==> config.mk <==
export PLATFORM = sky130hd
export DESIGN_NAME = rom_loader
export DESIGN_NICKNAME = d
export VERILOG_FILES = /design/src/rtl/rom_loader.sv
export SDC_FILE = /design/constraint.sdc
export NUM_CORES = 1
export LEC_CHECK = 0
export CELL_PAD_IN_SITES_DETAIL_PLACEMENT = 0
export CELL_PAD_IN_SITES_GLOBAL_PLACEMENT = 1
export CORE_MARGIN = 2
export CORE_UTILIZATION = 38
export CTS_CLUSTER_DIAMETER = 200
export DETAILED_ROUTE_END_ITERATION = 8
export HOLD_SLACK_MARGIN = 0.12
export PLACE_DENSITY = 0.87
export SYNTH_ARGS = -nofsm -noshare
export SYNTH_HDL_FRONTEND = slang
export SYNTH_SLANG_ARGS = --single-unit
==> constraint.sdc <==
create_clock -name clk -period 4.2 [get_ports clk]
set_input_delay 0.42 -clock clk [delete_from_list [all_inputs] [get_ports clk]]
set_output_delay 0.42 -clock clk [all_outputs]
set_load 0.01 [all_outputs]
==> src/rtl/rom_loader.sv <==
// Copies a combinational boot ROM into memory, one byte per FETCH/WRITE pair, until rom_done.
// Define ROM_LOADER_CHECKSUM_EN to get a running mod-256 checksum of accepted bytes.
module rom_loader #(
  parameter int unsigned ADDR_WIDTH = 32,
  parameter logic [ADDR_WIDTH-1:0] BASE_ADDR = '0,
  parameter int unsigned MAX_BYTES = 65536
) (
  input  logic                  clk,
  input  logic                  reset,
  input  logic                  start,
  output logic [31:0]           rom_address,
  input  logic [7:0]            rom_byte,
  input  logic                  rom_done,
  output logic [ADDR_WIDTH-1:0] mem_addr,
  output logic [7:0]            mem_data,
  output logic                  mem_write,
  input  logic                  mem_ready,
  output logic                  busy,
  output logic                  load_complete,
  output logic                  load_error,
  output logic [31:0]           bytes_loaded,
  output logic [7:0]            checksum
);

  typedef enum logic [1:0] {StIdle, StFetch, StWrite, StDone} state_e;

  localparam logic [31:0] LimitM1 = 32'(MAX_BYTES - 1);

  state_e                  state_q, state_d;
  logic [31:0]             rom_addr_q, rom_addr_d;
  logic [ADDR_WIDTH-1:0]   mem_addr_q, mem_addr_d;
  logic [7:0]              mem_data_q, mem_data_d;
  logic                    mem_write_q, mem_write_d;
  logic                    last_q, last_d;
  logic                    limit_q, limit_d;
  logic                    err_q, err_d;
  logic [31:0]             count_q, count_d;
  logic                    clear_stats, accept, at_limit;

  always_comb begin
    state_d     = state_q;
    rom_addr_d  = rom_addr_q;
    mem_addr_d  = mem_addr_q;
    mem_data_d  = mem_data_q;
    mem_write_d = mem_write_q;
    last_d      = last_q;
    limit_d     = limit_q;
    err_d       = err_q;
    count_d     = count_q;
    clear_stats = 1'b0;
    accept      = 1'b0;
    at_limit    = 1'b0;
    unique case (state_q)
      StIdle, StDone: begin
        if (start) begin
          clear_stats = 1'b1;
          state_d     = StFetch;
        end
      end
      StFetch: begin
        at_limit    = (count_q == LimitM1);
        mem_data_d  = rom_byte;
        mem_addr_d  = BASE_ADDR + ADDR_WIDTH'(rom_addr_q);
        last_d      = rom_done || at_limit;
        // Remember whether the limit, not the ROM, ended the load.
        limit_d     = at_limit && !rom_done;
        mem_write_d = 1'b1;
        state_d     = StWrite;
      end
      StWrite: begin
        if (mem_ready) begin
          accept      = 1'b1;
          mem_write_d = 1'b0;
          count_d     = count_q + 32'd1;
          if (last_q) begin
            err_d   = limit_q;
            state_d = StDone;
          end else begin
            rom_addr_d = rom_addr_q + 32'd1;
            state_d    = StFetch;
          end
        end
      end
      default: state_d = StIdle;
    endcase
    if (clear_stats) begin
      rom_addr_d = '0;
      count_d    = '0;
      err_d      = 1'b0;
    end
  end

  always_ff @(posedge clk) begin
    if (reset) begin
      state_q     <= StIdle;
      rom_addr_q  <= '0;
      mem_addr_q  <= '0;
      mem_data_q  <= '0;
      mem_write_q <= 1'b0;
      last_q      <= 1'b0;
      limit_q     <= 1'b0;
      err_q       <= 1'b0;
      count_q     <= '0;
    end else begin
      state_q     <= state_d;
      rom_addr_q  <= rom_addr_d;
      mem_addr_q  <= mem_addr_d;
      mem_data_q  <= mem_data_d;
      mem_write_q <= mem_write_d;
      last_q      <= last_d;
      limit_q     <= limit_d;
      err_q       <= err_d;
      count_q     <= count_d;
    end
  end

`ifdef ROM_LOADER_CHECKSUM_EN
  logic [7:0] sum_q;
  always_ff @(posedge clk) begin
    if (reset || clear_stats) begin
      sum_q <= '0;
    end else if (accept) begin
      sum_q <= sum_q + mem_data_q;
    end
  end
  assign checksum = sum_q;
`else
  assign checksum = 8'd0;
`endif

  assign rom_address   = rom_addr_q;
  assign mem_addr      = mem_addr_q;
  assign mem_data      = mem_data_q;
  assign mem_write     = mem_write_q;
  assign busy          = (state_q == StFetch) || (state_q == StWrite);
  assign load_complete = (state_q == StDone);
  assign load_error    = err_q;
  assign bytes_loaded  = count_q;

endmodule

### After elaboration in Yosys (flattened, before gate mapping)

Index checks and enable logic that the tools add are counted.
W data, S select, Z words.

| word-level totals | value |
|---|---|
| memories | 0 |
| output and inout bits | 116 |
| memory bits (writable) | 0 |
| latch bits | 0 |
| input bits | 13 |
| memory bits (read-only) | 0 |
| register bits | 110 |

| cells by class | value |
|---|---|
| multipliers | 0 |
| reductions and logical operators | 13 |
| shifts and indexed selects | 0 |
| bitwise operators | 1 |
| magnitude comparators | 0 |
| divide/modulo/power cells | 0 |
| mux-type cells | 8 |
| add/subtract/negate cells | 2 |
| equality and inequality tests | 6 |

Operators with widths:

| kind | number |
|---|---|
| $add A32 B1 Y32 const B | 2 |
| $eq A32 B16 Y1 const B | 1 |
| $mux W2 | 3 |
| $pmux W2 S3 | 1 |
| $reduce_and A2 Y1 | 3 |
| $reduce_and A3 Y1 | 2 |
| $eq A2 B2 Y1 const B | 2 |
| $ne A2 B2 Y1 const B | 2 |
| $reduce_or A2 Y1 | 2 |
| $mux W1 | 3 |
| $eq A2 B1 Y1 const B | 1 |
| $logic_not A2 Y1 | 1 |
| $logic_or A1 B1 Y1 | 2 |
| $pmux W1 S2 | 1 |
| $reduce_bool A2 Y1 | 1 |
| $logic_and A1 B1 Y1 | 1 |
| $logic_not A1 Y1 | 1 |
| $not A1 Y1 | 1 |

### Depth between registers and ports, before layout

| logic depth | value |
|---|---|
| depth after elaboration | 4 |
| mapped depth | 9 |

### Worst setup path before layout

OpenSTA, ideal clock, no wires.

| timing | value |
|---|---|
| kind | register -> register |
| start point | register rom_addr_q[0], in the netlist rom_address[0] |
| end point | register rom_addr_q[22], in the netlist rom_address[22] |
| arrival time | 2.200 ns |
| period minus slack after synthesis | 2.271 ns |
| slack | 1.929 ns |
| data required time | 4.130 ns |
| library setup time | 0.070 ns |
| stages on the path, launching flop included | 7 |
| cell sequence | dfxtp_1 > ha_1 > nand4b_4 > nor4_4 > or4b_4 > or3_1 > a21oi_1 |

| between the ends | value |
|---|---|
| longest elaborated chain between the ends | 1 |

RTL lines:

| element | line | RTL |
|---|---|---|
| start: declaration | 30 | `logic [31:0] rom_addr_q, rom_addr_d;` |
| start signal: assignment | 106 | `rom_addr_q <= rom_addr_d;` |
| $add A32 B1 Y32 | 79 | `rom_addr_d = rom_addr_q + 32'd1;` |

Every way passes these cells.
A chain may end at the register's enable or synchronous reset.

### Worst setup path after layout

| timing | value |
|---|---|
| start point | register state_q[0] |
| end point | register rom_addr_q[29], in the netlist rom_address[29] |

| between the ends | value |
|---|---|
| longest elaborated chain between the ends | 4 |
| elaborated cells between the ends (all ways) | 7 |
| classes of those cells | eq/ne (2); mux (1); reduce/logical (4) |

RTL lines:

| element | line | RTL |
|---|---|---|
| start: declaration | 29 | `state_e state_q, state_d;` |
| start signal: assignment | 95 | `state_q <= StIdle;` |
| start signal: assignment | 105 | `state_q <= state_d;` |
| $eq A2 B2 Y1 or $logic_not A2 Y1 (tied branches) | 53 | `unique case (state_q)` |
| $reduce_or A2 Y1 | 53 |  |
| $mux W1 | 53 |  |
| $reduce_or A2 Y1 (no line) | n/a |  |

Several ways; a longest one is shown, not always the timed one.

==> flow_summary.yaml <==
power_and_ir_drop:
  pwr-share-clk_pct: 38.4
  switching_share_pct: 25.7
  powerDensity_nw_per_um2: 333
  p_leak_nw: 2.24
  internal_power_mw: 1.56
  pwr-share-comb_pct: 10.6
  power_switching_mw: 0.541
  ir_drop_mv: 0.166
  p_seq_share_pct: 51.0
drt:
  post_drt_wl_per_cell_um: 14.7
  routed.top_layer: "met4"
  drc: 0
  wl_mm: 11.8
  wl_met2_mm: 5.72
  met1_length_mm: 5.33
  drtIter0Drc: 206
  vias_per_cell: 5.07
  drt_first_pass_iters: 4
  ant_nets: 0
  vias: 4084
  wl_met3_um: 537
flow_run:
  maxCapViolCount: 0
setup_path:
  r2r-end: "rom_address[29]$_SDFFE_PP0P_"
  critical_path_class: "reg -> reg"
  crit_path_end_kind: "register"
  cp_data_arrival_time_ps: 2900
  rrSetupSlack_ps: 1550
  r2r_start: "state_q[0]$_SDFFE_PP0P_"
  crit_required_ps: 4450
  cp-start-kind: "register"
  ff2ff_path_depth: 7
  crit_path_max_fanout: 11
floorplanning:
  dieWidth_um: 115
  initial_core_util_pct: 39.2
  rows: 40
  dieArea_um2: 13300
  core_um2: 12100
  io_pins: 129
  die_h_um: 115
layout:
  num-fill-cells: 1137
  n_antenna_cell: 0
  drive_gt1_share_pct: 4.71
  instances_no_fill: 805
  syn2layout_area_growth_pct: 33.5
  fin_nets: 652
sta:
  slew_headroom_pct: 47.9
  hold_viol: 0
  fmax_mhz: 378
  fin_crit_sh_pct: 63.0
  finalMaxSlewViolations: 0
  setup_violations: 0
  tightest_slew_ps: 782
  fin_crit_ps: 2650
  grt_setup_unrepaired: "false"
  setup_tns_ps: 0
  skew_ps: 8.43
logic_synthesis:
  synth_flop_cell: "dfxtp_1"
  synthCells: 524
  synth_top_area_share_pct: 46.6
  synthArstFlopShare_pct: 0
  yosysUniqueCellTypes: 41
  synth_seq_area_share_pct: 46.6
  syn-cell-area_um2: 4720
  synth_edf_count: 0
  yosys.area.top_type: "dfxtp_1"
  syn_area_per_cell_um2: 9.01
  synthTopCellsByArea: "dfxtp_1, mux2i_1, nor2_1"
  yosysWarnings: 0
  ys_seq_elements: 110
grt:
  grt_pass1_vias: 3812
  grt_max_degree: 48
  track_usage_pct: 17.7
  antenna_found_initial: 0
  grt_overflow_total: 0
  grt_pass1_wl_mm: 18.8
min_path:
  min_from: "load_error$_SDFFE_PP0P_"
  hold_path.class: "reg -> reg"
  min_path_cells: 2
  min_to: "load_error$_SDFFE_PP0P_"
placed_design:
  dp.cells: 790
  port_buffers: 120
  gp_congestion: 0.823
  hpwl_mm: 8.38
clocking:
  clockBufferDepth: 2
  htreeDepth: 3
  cts_sinks: 110
  root_buffer: "clkbuf_16"
  clk_pin_slew_ps: 80
  post_cts_resized: 0
  clock_latency_ps: 350
  cts_hold_buf: 0
  post_cts_buffers: 0
  cts_tree: "yes"
  cts_buffers: 9
status:
  status: "completed"
-- per-stage QoR --
step                setup WS, ps  cell area [um2]  power [mW]  hold WS (ps)  utilization, %
floorplan                   1930             4750        1.25           444               -
global placement            1360             6030        1.32           450            50.0
detailed placement          1250             6030        1.32           460            50.0
CTS                         1530             6310        2.13           480            52.3
global route                1320             6310        2.19           513            52.3
finish                      1550             6310        2.10           475            52.3
-- power by group through the flow --
stage / Clock (mW) / Sequential, mW / Combinational, mW
global placement: 0 / 1.09 / 0.220
floorplan: 0 / 1.10 / 0.153
finish: 0.808 / 1.07 / 0.222
global route: 0.873 / 1.07 / 0.244
detailed placement: 0 / 1.10 / 0.225
CTS: 0.829 / 1.07 / 0.226
-- critical path: stages (launching register included) --
cell and delay [ps]:
dfxtp_1 360, inv_1 70, ha_1 300, nand2_1 210
or4_1 780, nor4_4 460, a31oi_1 160, a41o_1 210
-- area by class of cell --
cell class | instances | area, um2 | share of cell area, %
multi-input cells | 380 | 2370 | 37.5
flip-flops and latches | 110 | 2200 | 34.9
repair buffers | 124 | 1230 | 19.4
clock buffers | 9 | 225 | 3.57
well taps | 168 | 210 | 3.33
clock inverters | 6 | 46.3 | 0.734
inverters | 8 | 30.0 | 0.476
-- registers in the layout, indices dropped and copies added (netlist names) --
register and count:
last_q 1, mem_write 1, load_error 1, mem_data 8, rom_address 32, state_q 2, limit_q 1, mem_addr 32
bytes_loaded 32
-- worst max path at each step --
| stage | cells after the start | slack (ps) | end | start |
|---|---|---|---|---|
| 6_report | 7 | 1550 | rom_address[29]$_SDFFE_PP0P_ | state_q[0]$_SDFFE_PP0P_ |
| 5_1_grt | 7 | 1320 | rom_address[29]$_SDFFE_PP0P_ | state_q[0]$_SDFFE_PP0P_ |
| 4_1_cts | 7 | 1530 | rom_address[29]$_SDFFE_PP0P_ | state_q[0]$_SDFFE_PP0P_ |
| 3_5_place_dp | 6 | 1250 | rom_address[29]$_SDFFE_PP0P_ | mem_ready |
| 3_3_place_gp | 6 | 1360 | rom_address[29]$_SDFFE_PP0P_ | mem_ready |
| 2_1_floorplan | 6 | 1930 | rom_address[22]$_SDFFE_PP0P_ | rom_address[0]$_SDFFE_PP0P_ |
-- synthesized netlist by cell type (2+ instances only) --
cell type	instances
or3_1	8
buf_1	2
and3_1	7
buf_4	8
nand2_1	40
a41o_1	4
and2_1	4
dfxtp_1	110
xor2_1	18
or2_2	2
nor4_4	2
nand4_1	17
nand3_1	14
inv_1	8
nor2_1	101
mux2i_1	42
clkbuf_1	22
o21ai_0	8
nor3_1	13
nand2b_1	4
ha_1	6
a31oi_1	4
or4_1	2
xnor2_1	30
a21oi_1	16
nor4_1	12
and4_1	6
-- routing by layer --
layer,up-vias,GRT usage (%)
li1,1999,-
met1,1973,22.6
met2,97,29.5
met3,15,3.24
met4,0,7.71
met5,-,0
-- kinds of logic after synthesis --
family                     share of synthesized area (%)
AOI/OAI and AO/OA                                   4.82
adders and majority gates                           1.59
muxes                                               8.90
xor gates and xnor gates                            8.90
DFF                                                 46.6
other                                             0.0794
and+or+nand+nor                                     25.2
buffers and inverters                               3.92
-- cells in the final DEF, fill, tap and decap left out, types with 2 or more instances in the layout --
cell,n
dfxtp_1,110
clkinv_2,2
o21ai_0,8
xor2_1,18
or2_2,2
xnor2_1,30
and2_1,4
a31oi_1,4
mux2i_1,42
a21oi_1,16
nand2_1,40
and4_1,6
conb_1,8
inv_1,8
a41o_1,4
or4_1,2
or3_1,8
nor4_4,2
nand4_1,17
ha_1,5
buf_4,4
clkbuf_16,9
nor4_1,12
nor3_1,13
nand3_1,14
inv_6,2
nor2_1,101
clkdlybuf4s50_1,119
nand2b_1,4
and3_1,7
Note: power is estimated with default switching activity, not from simulation.
